--- src/rtl/uart_pkg.sv ---
// Shared definitions for the parametrised UART transmitter: parity codes,
// FSM state encoding and the frame-length helper.
package uart_pkg;
    localparam int PAR_NONE = 0;
    localparam int PAR_ODD  = 1;
    localparam int PAR_EVEN = 2;

    typedef enum logic [2:0] {
        S_IDLE,
        S_START,
        S_DATA,
        S_PARITY,
        S_STOP
    } tx_state_t;

    function automatic int frame_cycles(input int clk_div, input int data_bits,
                                        input int parity, input int stop_bits);
        return (1 + data_bits + ((parity != PAR_NONE) ? 1 : 0) + stop_bits) * clk_div;
    endfunction
endpackage

--- src/rtl/uart_tx_fifo.sv ---
// Single-clock FIFO with extra-MSB pointers; head entry is visible on dout
// whenever the FIFO is not empty.
module uart_tx_fifo #(
    parameter int WIDTH = 8,
    parameter int DEPTH = 16
) (
    input  logic             clk,
    input  logic             rst,
    input  logic             we,
    input  logic [WIDTH-1:0] din,
    input  logic             re,
    output logic [WIDTH-1:0] dout,
    output logic             full,
    output logic             empty
);
    localparam int AW = $clog2(DEPTH);

    logic [WIDTH-1:0] mem [DEPTH];
    logic [AW:0]      wptr;
    logic [AW:0]      rptr;

    // Same index with differing wrap bit means the writer has lapped the reader.
    assign empty = (wptr == rptr);
    assign full  = (wptr[AW] != rptr[AW]) && (wptr[AW-1:0] == rptr[AW-1:0]);
    assign dout  = mem[rptr[AW-1:0]];

    always_ff @(posedge clk) begin
        if (rst) begin
            wptr <= '0;
            rptr <= '0;
        end else begin
            if (we && !full)
                wptr <= wptr + 1'b1;
            if (re && !empty)
                rptr <= rptr + 1'b1;
        end
    end

    always_ff @(posedge clk) begin
        if (we && !full)
            mem[wptr[AW-1:0]] <= din;
    end
endmodule

--- src/rtl/uart_tx_param.sv ---
// UART transmitter: FIFO-fed, clock-enable baud timing, configurable data
// bits, parity and stop bits. tx and busy are registered.
module uart_tx_param
    import uart_pkg::*;
#(
    parameter int CLK_DIV    = 16,
    parameter int DATA_BITS  = 8,
    parameter int PARITY     = 0,
    parameter int STOP_BITS  = 1,
    parameter int FIFO_DEPTH = 16
) (
    input  logic                 clk,
    input  logic                 rst,
    input  logic [DATA_BITS-1:0] data,
    input  logic                 we,
    output logic                 full,
    output logic                 empty,
    output logic                 busy,
    output logic                 overflow,
    input  logic                 ovf_clr,
    output logic                 tx
);
    localparam int CW = $clog2(CLK_DIV);

    tx_state_t            state;
    logic [CW-1:0]        baud;
    logic [2:0]           bitcnt;
    logic [DATA_BITS-1:0] shreg;
    logic [DATA_BITS-1:0] head;
    logic                 par_bit;
    logic                 tick;
    logic                 last_stop;
    logic                 pop;

    function automatic logic calc_par(input logic [DATA_BITS-1:0] d);
        return (PARITY == PAR_ODD) ? ~^d : ^d;
    endfunction

    assign tick      = (baud == CW'(CLK_DIV - 1));
    assign last_stop = (bitcnt == 3'(STOP_BITS - 1));
    // Pop from IDLE, or straight out of the final stop bit for gapless frames.
    assign pop = !empty && ((state == S_IDLE) ||
                            (state == S_STOP && tick && last_stop));

    uart_tx_fifo #(.WIDTH(DATA_BITS), .DEPTH(FIFO_DEPTH)) u_fifo (
        .clk   (clk),
        .rst   (rst),
        .we    (we),
        .din   (data),
        .re    (pop),
        .dout  (head),
        .full  (full),
        .empty (empty)
    );

    always_ff @(posedge clk) begin
        if (rst) begin
            state   <= S_IDLE;
            baud    <= '0;
            bitcnt  <= '0;
            shreg   <= '0;
            par_bit <= 1'b0;
            tx      <= 1'b1;
            busy    <= 1'b0;
        end else begin
            baud <= (state == S_IDLE || tick) ? '0 : baud + 1'b1;
            if (pop) begin
                state   <= S_START;
                shreg   <= head;
                par_bit <= calc_par(head);
                bitcnt  <= '0;
                tx      <= 1'b0;
                busy    <= 1'b1;
            end else begin
                case (state)
                    S_IDLE: begin
                        tx   <= 1'b1;
                        busy <= 1'b0;
                    end
                    S_START: if (tick) begin
                        state <= S_DATA;
                        tx    <= shreg[0];
                        shreg <= shreg >> 1;
                    end
                    S_DATA: if (tick) begin
                        if (bitcnt == 3'(DATA_BITS - 1)) begin
                            bitcnt <= '0;
                            if (PARITY != PAR_NONE) begin
                                state <= S_PARITY;
                                tx    <= par_bit;
                            end else begin
                                state <= S_STOP;
                                tx    <= 1'b1;
                            end
                        end else begin
                            bitcnt <= bitcnt + 1'b1;
                            tx     <= shreg[0];
                            shreg  <= shreg >> 1;
                        end
                    end
                    S_PARITY: if (tick) begin
                        state <= S_STOP;
                        tx    <= 1'b1;
                    end
                    S_STOP: if (tick) begin
                        if (last_stop) begin
                            state <= S_IDLE;
                            busy  <= 1'b0;
                            tx    <= 1'b1;
                        end else begin
                            bitcnt <= bitcnt + 1'b1;
                        end
                    end
                    default: begin
                        state <= S_IDLE;
                        tx    <= 1'b1;
                        busy  <= 1'b0;
                    end
                endcase
            end
        end
    end

    // A dropped write outranks a same-cycle clear.
    always_ff @(posedge clk) begin
        if (rst)
            overflow <= 1'b0;
        else if (we && full)
            overflow <= 1'b1;
        else if (ovf_clr)
            overflow <= 1'b0;
    end
endmodule

--- config.mk ---
export PLATFORM = sky130hd
export DESIGN_NAME = uart_tx_param
export DESIGN_NICKNAME = d
export VERILOG_FILES = /design/src/rtl/uart_pkg.sv /design/src/rtl/uart_tx_fifo.sv /design/src/rtl/uart_tx_param.sv
export SDC_FILE = /design/constraint.sdc
export NUM_CORES = 1
export LEC_CHECK = 0
export ABC_AREA = 0
export BUFFER_PORTS_ARGS = -buffer_cell sky130_fd_sc_hd__buf_2
export CORE_UTILIZATION = 50
export DETAILED_ROUTE_END_ITERATION = 8
export PLACE_DENSITY = 0.73
export SLEW_MARGIN = 10
export SYNTH_ARGS = -nofsm -noshare
export SYNTH_HDL_FRONTEND = slang
export SYNTH_SLANG_ARGS = --single-unit
export TNS_END_PERCENT = 20
--- constraint.sdc ---
create_clock -name clk -period 4.45 [get_ports clk]
set_clock_uncertainty 0.2 [all_clocks]
set_input_delay 0.6675 -clock clk [delete_from_list [all_inputs] [get_ports clk]]
set_output_delay 0.6675 -clock clk [all_outputs]
set_load 0.02 [all_outputs]
After elaboration in Yosys (flattened, before gate mapping):

Memory sizes are Yosys's and may differ from the RTL's. A register that Yosys moved wholly into a read port is not among the register bits.
Cells that the tools add are included.

* register bits: 31
* memories kept: 1
* memory bits (writable): 128
* word-level logic and storage cells: 102
* input bits: 12
* output and inout bits: 5

* bitwise logic cells: 1
* reduce and logical (&&, ||, !) cells: 25
* add/sub/neg operators: 4
* mux-type cells: 36
* equal/unequal tests: 25

Memories
* u_fifo.mem: words 16, bits a word 8, read ports 1, clocked after Yosys merged registers in 1, write ports 1, RTL line uart_tx_fifo.sv:18 `logic [WIDTH-1:0] mem [DEPTH];`

Operators with widths (count)
* 8-bit 2-to-1 mux: 4
* 3-bit 2-to-1 mux: 10
* 3-bit by 2-bit != test with 1-bit output, second input constant: 7
* 8-bit one-hot mux with 2 select lines: 1
* 1-bit 2-to-1 mux: 15
* 3-bit one-hot mux with 5 select lines: 1
* 2-bit != test, second input constant: 7
* 7-bit AND reduction: 2
* 5-bit by 1-bit adder with 5-bit output, second input constant: 2
* 4-bit 2-to-1 mux: 2
* 4-bit AND reduction: 2
* 1-bit logical AND: 7
* 3-bit by 2-bit == test with 1-bit output, second input constant: 2
* 3-bit == test, second input constant: 2
* 3-bit zero test: 2
* 3-bit one-hot mux with 2 select lines: 1
* 5-bit == test: 1
* 5-bit AND reduction: 1
* 4-bit by 1-bit adder with 4-bit output, second input constant: 1
* 4-bit == test: 1
* 4-bit == test, second input constant: 1
* 2-bit by 1-bit != test with 1-bit output, second input constant: 2
* 1-bit one-hot mux with 4 select lines: 1
* 2-bit nonzero test: 2
* 11 further kinds: 14

Logic depth before layout (Yosys ltp):

* word-level depth: 8
* mapped depth: 9
* mapped depth without buffers: 7

By module:

A second synthesis with hierarchy kept.

* cell total of the unflattened synthesis: 395
* area, all modules: 6905.4 µm²

By module, submodules not included
* uart_tx_fifo: times used 1, area an instance 5838.1 µm², cells each 279, sequential area each 4124.0 µm²
* uart_tx_param: times used 1, area an instance 1067.3 µm², cells each 116, sequential area each 420.4 µm²

Worst setup path before layout:

No wires, ideal clock.

* path kind: register -> register
* from: register bitcnt[0]
* to: register shreg[4]
* period minus slack after synthesis: 2171 ps
* path slack: 2279 ps
* data required time: 4117 ps
* data arrival time: 1838 ps
* cell stages (with the launch flop): 8
* path buffers: 0
* library setup time: 133 ps
* cell sequence: dfxtp_1 > ha_1 > ha_1 > or3b_4 > a211oi_4 > and2b_1 > a211oi_1 > a311oi_1

* cells in the longest elaborated chain, start to end: 6
* elaborated cells between the ends (all ways): 11
* classes of those cells: eq/ne: 4; mux: 1; reduce/logical: 6

Ends and longest elaborated chain
* from (decl): RTL line uart_tx_param.sv:27 `logic [2:0] bitcnt;`
* from (signal assigned): RTL line uart_tx_param.sv:96 `bitcnt <= bitcnt + 1'b1;`
* from (signal assigned): RTL line uart_tx_param.sv:111 `bitcnt <= bitcnt + 1'b1;`
* 3-bit zero test: RTL line uart_tx_param.sv:40 `assign last_stop = (bitcnt == 3'(STOP_BITS - 1));`
* 1-bit logical AND: RTL line uart_tx_param.sv:43 `(state == S_STOP && tick && last_stop));`
* 1-bit logical OR: RTL line uart_tx_param.sv:42 `assign pop = !empty && ((state == S_IDLE) ||`
* 1-bit logical AND: RTL line uart_tx_param.sv:42
* 3-bit by 2-bit != test with 1-bit output (no line) / 3-bit nonzero test (equally long branches)
* 4-bit AND reduction (no line)
* to (signal assigned): RTL line uart_tx_param.sv:83 `shreg <= shreg >> 1;`
* to (signal assigned): RTL line uart_tx_param.sv:98 `shreg <= shreg >> 1;`
* to (decl): RTL line uart_tx_param.sv:28 `logic [DATA_BITS-1:0] shreg;`

Several ways; a longest one is shown, not always the timed one.
A chain may end at the register's enable or synchronous reset.

Final worst setup path:

Ends and elaborated chain as after synthesis.

==> impl_metrics.py <==
metrics = {
    "worst_setup_path": {
        "cp-start-kind": "register",
        "cp_num_buf_inv": 0,
        "worstPathArrival_ns": 2.75,
        "cpPeakStageDelay_ns": 0.58,
        "criticalPathCategory": "register to register",
        "crit_path_end_kind": "register",
        "crit_path_end": "shreg[4]",
        "r2r-end": "shreg[4]",
        "crit_path_top_delay_cell": "a211oi_4",
        "crit_start": "bitcnt[0]",
        "worstPathMaxFanout": 15,
        "crit_chain": "ha_1, ha_1, or3b_4, a211oi_4, and2b_1, a211oi_1, a311oi_1",
        "r2r-start": "bitcnt[0]",
        "r2r_cells": 7,
        "crit_cells": 7,
        "reg2reg_slack_ns": 1.77,
        "required_ns": 4.53,
        "cpMostUsedCell": "ha_1",
        "cp_top_family": "compound AO/OA/AOI/OAI gates",
    },
    "floorplanning": {
        "die_w_um": 117,
        "pin_count": 17,
        "chipHeight_um": 117,
        "start_util_pct": 51.6,
        "num_rows": 41,
        "die_area_um2": 13600,
        "core_area_um2": 12700,
    },
    "run": {
        "drv_cap": 0,
    },
    "cells_and_area": {
        "diodes": 0,
        "fin_area_um2": 7340,
        "drive_gt1_share_pct": 21.6,
        "final_nets": 429,
        "final_common_cell": "edfxtp_1",
        "area.growth.synth_to_final_pct": 11.9,
        "final_cell_mix": "edfxtp_1 (128), dfxtp_1 (34), mux4_2 (32), nor2_1 (22), clkbuf_16 (17)",
    },
    "synth": {
        "synth_area_leaders": "edfxtp_1 (59%), mux4_2 (11%), dfxtp_1 (11%)",
        "syn-num-nets": 412,
        "synthDistinctLibCells": 42,
        "ys_ff_latch": 163,
        "synth_warnings": 0,
        "synth_area_um2": 6560,
        "seq_area_frac_synth_pct": 69.3,
        "yosysTopAreaCell": "edfxtp_1",
        "syn_inst": 391,
        "syn_area_per_cell_um2": 16.8,
        "synth_top_area_share_pct": 58.6,
    },
    "timing": {
        "min_period_ns": 2.68,
        "maxSlewHeadroom_pct": 20.4,
        "worst_pin_slew_ns": 1.19,
        "rsz0062_at_grt": "false",
        "fin_crit_sh_pct": 60.1,
        "finalMaxSlewViolations": 0,
        "setup_violations": 0,
        "max_freq_ghz": 0.374,
        "fin_tns_setup_ns": 0,
        "hold_viol_final": 0,
    },
    "drt": {
        "routed_wirelength_um": 12700,
        "antenna_left": 0,
        "post_drt_wl_per_cell_um": 21.4,
        "vias_per_cell": 5.91,
        "drt_iter0_markers": 373,
        "dr.pass1.iters": 7,
        "routed-via-count": 3505,
        "drc_errors": 0,
    },
    "place": {
        "port_buffers": 16,
        "gp_congestion": 0.784,
        "dp_hpwl_um": 7930,
        "placed_area_um2": 6770,
    },
    "clocking": {
        "ctsHoldBuffers": 0,
        "clk_pin_slew_ns": 0.06,
        "cts_inserted_buffers": 17,
        "cts_buffer_depth": 2,
        "post_cts_resized": 0,
        "cts.htree.levels": 4,
        "cts_setup_buffers": 0,
        "clk_latency_ns": 0.43,
        "cts_sinks": 163,
        "cts_tree": "done",
        "clock-root-buffer": "clkbuf_16",
    },
    "grt": {
        "grt_usage_pct": 21.1,
        "gr-total-overflow": 0,
        "grt_max_degree": 30,
        "first_global_vias": 3403,
        "grt_pass1_wl_um": 19800,
        "antenna_found_initial": 0,
    },
    "pwr": {
        "powerDensity_nw_per_um2": 512,
        "peakVddDrop_mv": 0.356,
        "p_leak_nw": 2.39,
    },
    "status": {
        "status": "complete, no violations",
    },
    "worst_hold_path": {
        "hp-class": "register to register",
    },
}
-- how the worst min path moves through the flow --
stage	start	to	slack, ns	depth (start not counted)
2_1_floorplan	baud[0]	baud[0]	0.22	1
4_1_cts	baud[0]	baud[0]	0.26	1
6_report	baud[0]	baud[0]	0.25	1
3_5_place_dp	baud[0]	baud[0]	0.24	1
3_3_place_gp	baud[0]	baud[0]	0.23	1
5_1_grt	baud[0]	baud[0]	0.29	1
-- flip-flops by register name, indices dropped and copies added (netlist names), named ones only --
register,count
baud,4
bitcnt,3
busy,1
overflow,1
shreg,8
state,3
tx,1
u_fifo.mem,128
u_fifo.rptr,5
u_fifo.wptr,5
-- through the flow --
| step | setup slack [ns] | total power, mW | hold slack, ns | util, % | cells |
|---|---|---|---|---|---|
| after global placement | 1.87 | 2.38 | 0.231 | 53.2 | 561 |
| after detailed placement | 1.81 | 2.40 | 0.242 | 53.2 | 561 |
| after floorplan | 2.28 | 2.27 | 0.218 | - | 391 |
| after global routing | 1.62 | 3.89 | 0.287 | 57.7 | 593 |
| final | 1.77 | 3.76 | 0.249 | 57.7 | 593 |
| after CTS | 1.77 | 3.78 | 0.258 | 57.7 | 593 |
-- logic make-up (layout without fill, tap and decap cells) --
kind of cell	Yosys count	count (layout)	share of synthesized area [%]
muxes	38	38	11.9
and+or+nand+nor	81	81	6.79
adders and majority gates	9	9	1.72
AOI/OAI and AO/OA	58	58	6.45
buffers and inverters	29	59	2.12
xor gates and xnor gates	13	13	1.74
DFF	163	163	69.3
-- power by group --
group	internal, mW	total, mW	switching [mW]
sequential	1.72	1.82	0.0919
clock	0.788	1.38	0.595
combinational	0.254	0.557	0.303
-- synthesized netlist by cell type, drive strengths merged --
library cell and number:
a2111oi 1, a211oi 11, a21oi 13, a22oi 14
a311oi 7, and2 2, and2b 5, and3 14
and4 1, buf 13, clkbuf 8, dfxtp 35
edfxtp 128, ha 9, inv 8, mux2 1
mux2i 5, mux4 32, nand2 5, nand2b 3
nand3 7, nand3b 2, nand4 1, nor2 22
nor2b 8, nor3 5, o211a 1, o211ai 4
o21ai 6, o31a 1, or2 1, or3 4
or3b 1, xnor2 10, xor2 3
-- final cells by class --
cell class / count / area, um^2
Tap cell: 172 / 215
Fill cell: 981 / 5380
Timing Repair Buffer: 19 / 103
Clock inverter: 14 / 131
Clock buffer: 18 / 439
Multi-Input combinational cell: 199 / 1880
Inverter: 8 / 30.0
Sequential cell: 163 / 4550
-- per-layer routing --
metal	routed length [um]	global-route usage [%]	up-vias
met3	770	5.35	21
met1	5230	28.1	1781
met2	6470	33.8	121
met5	0	0	-
met4	231	8.19	0
li1	-	-	1582
No activity file was read; power rests on OpenSTA's default activity.
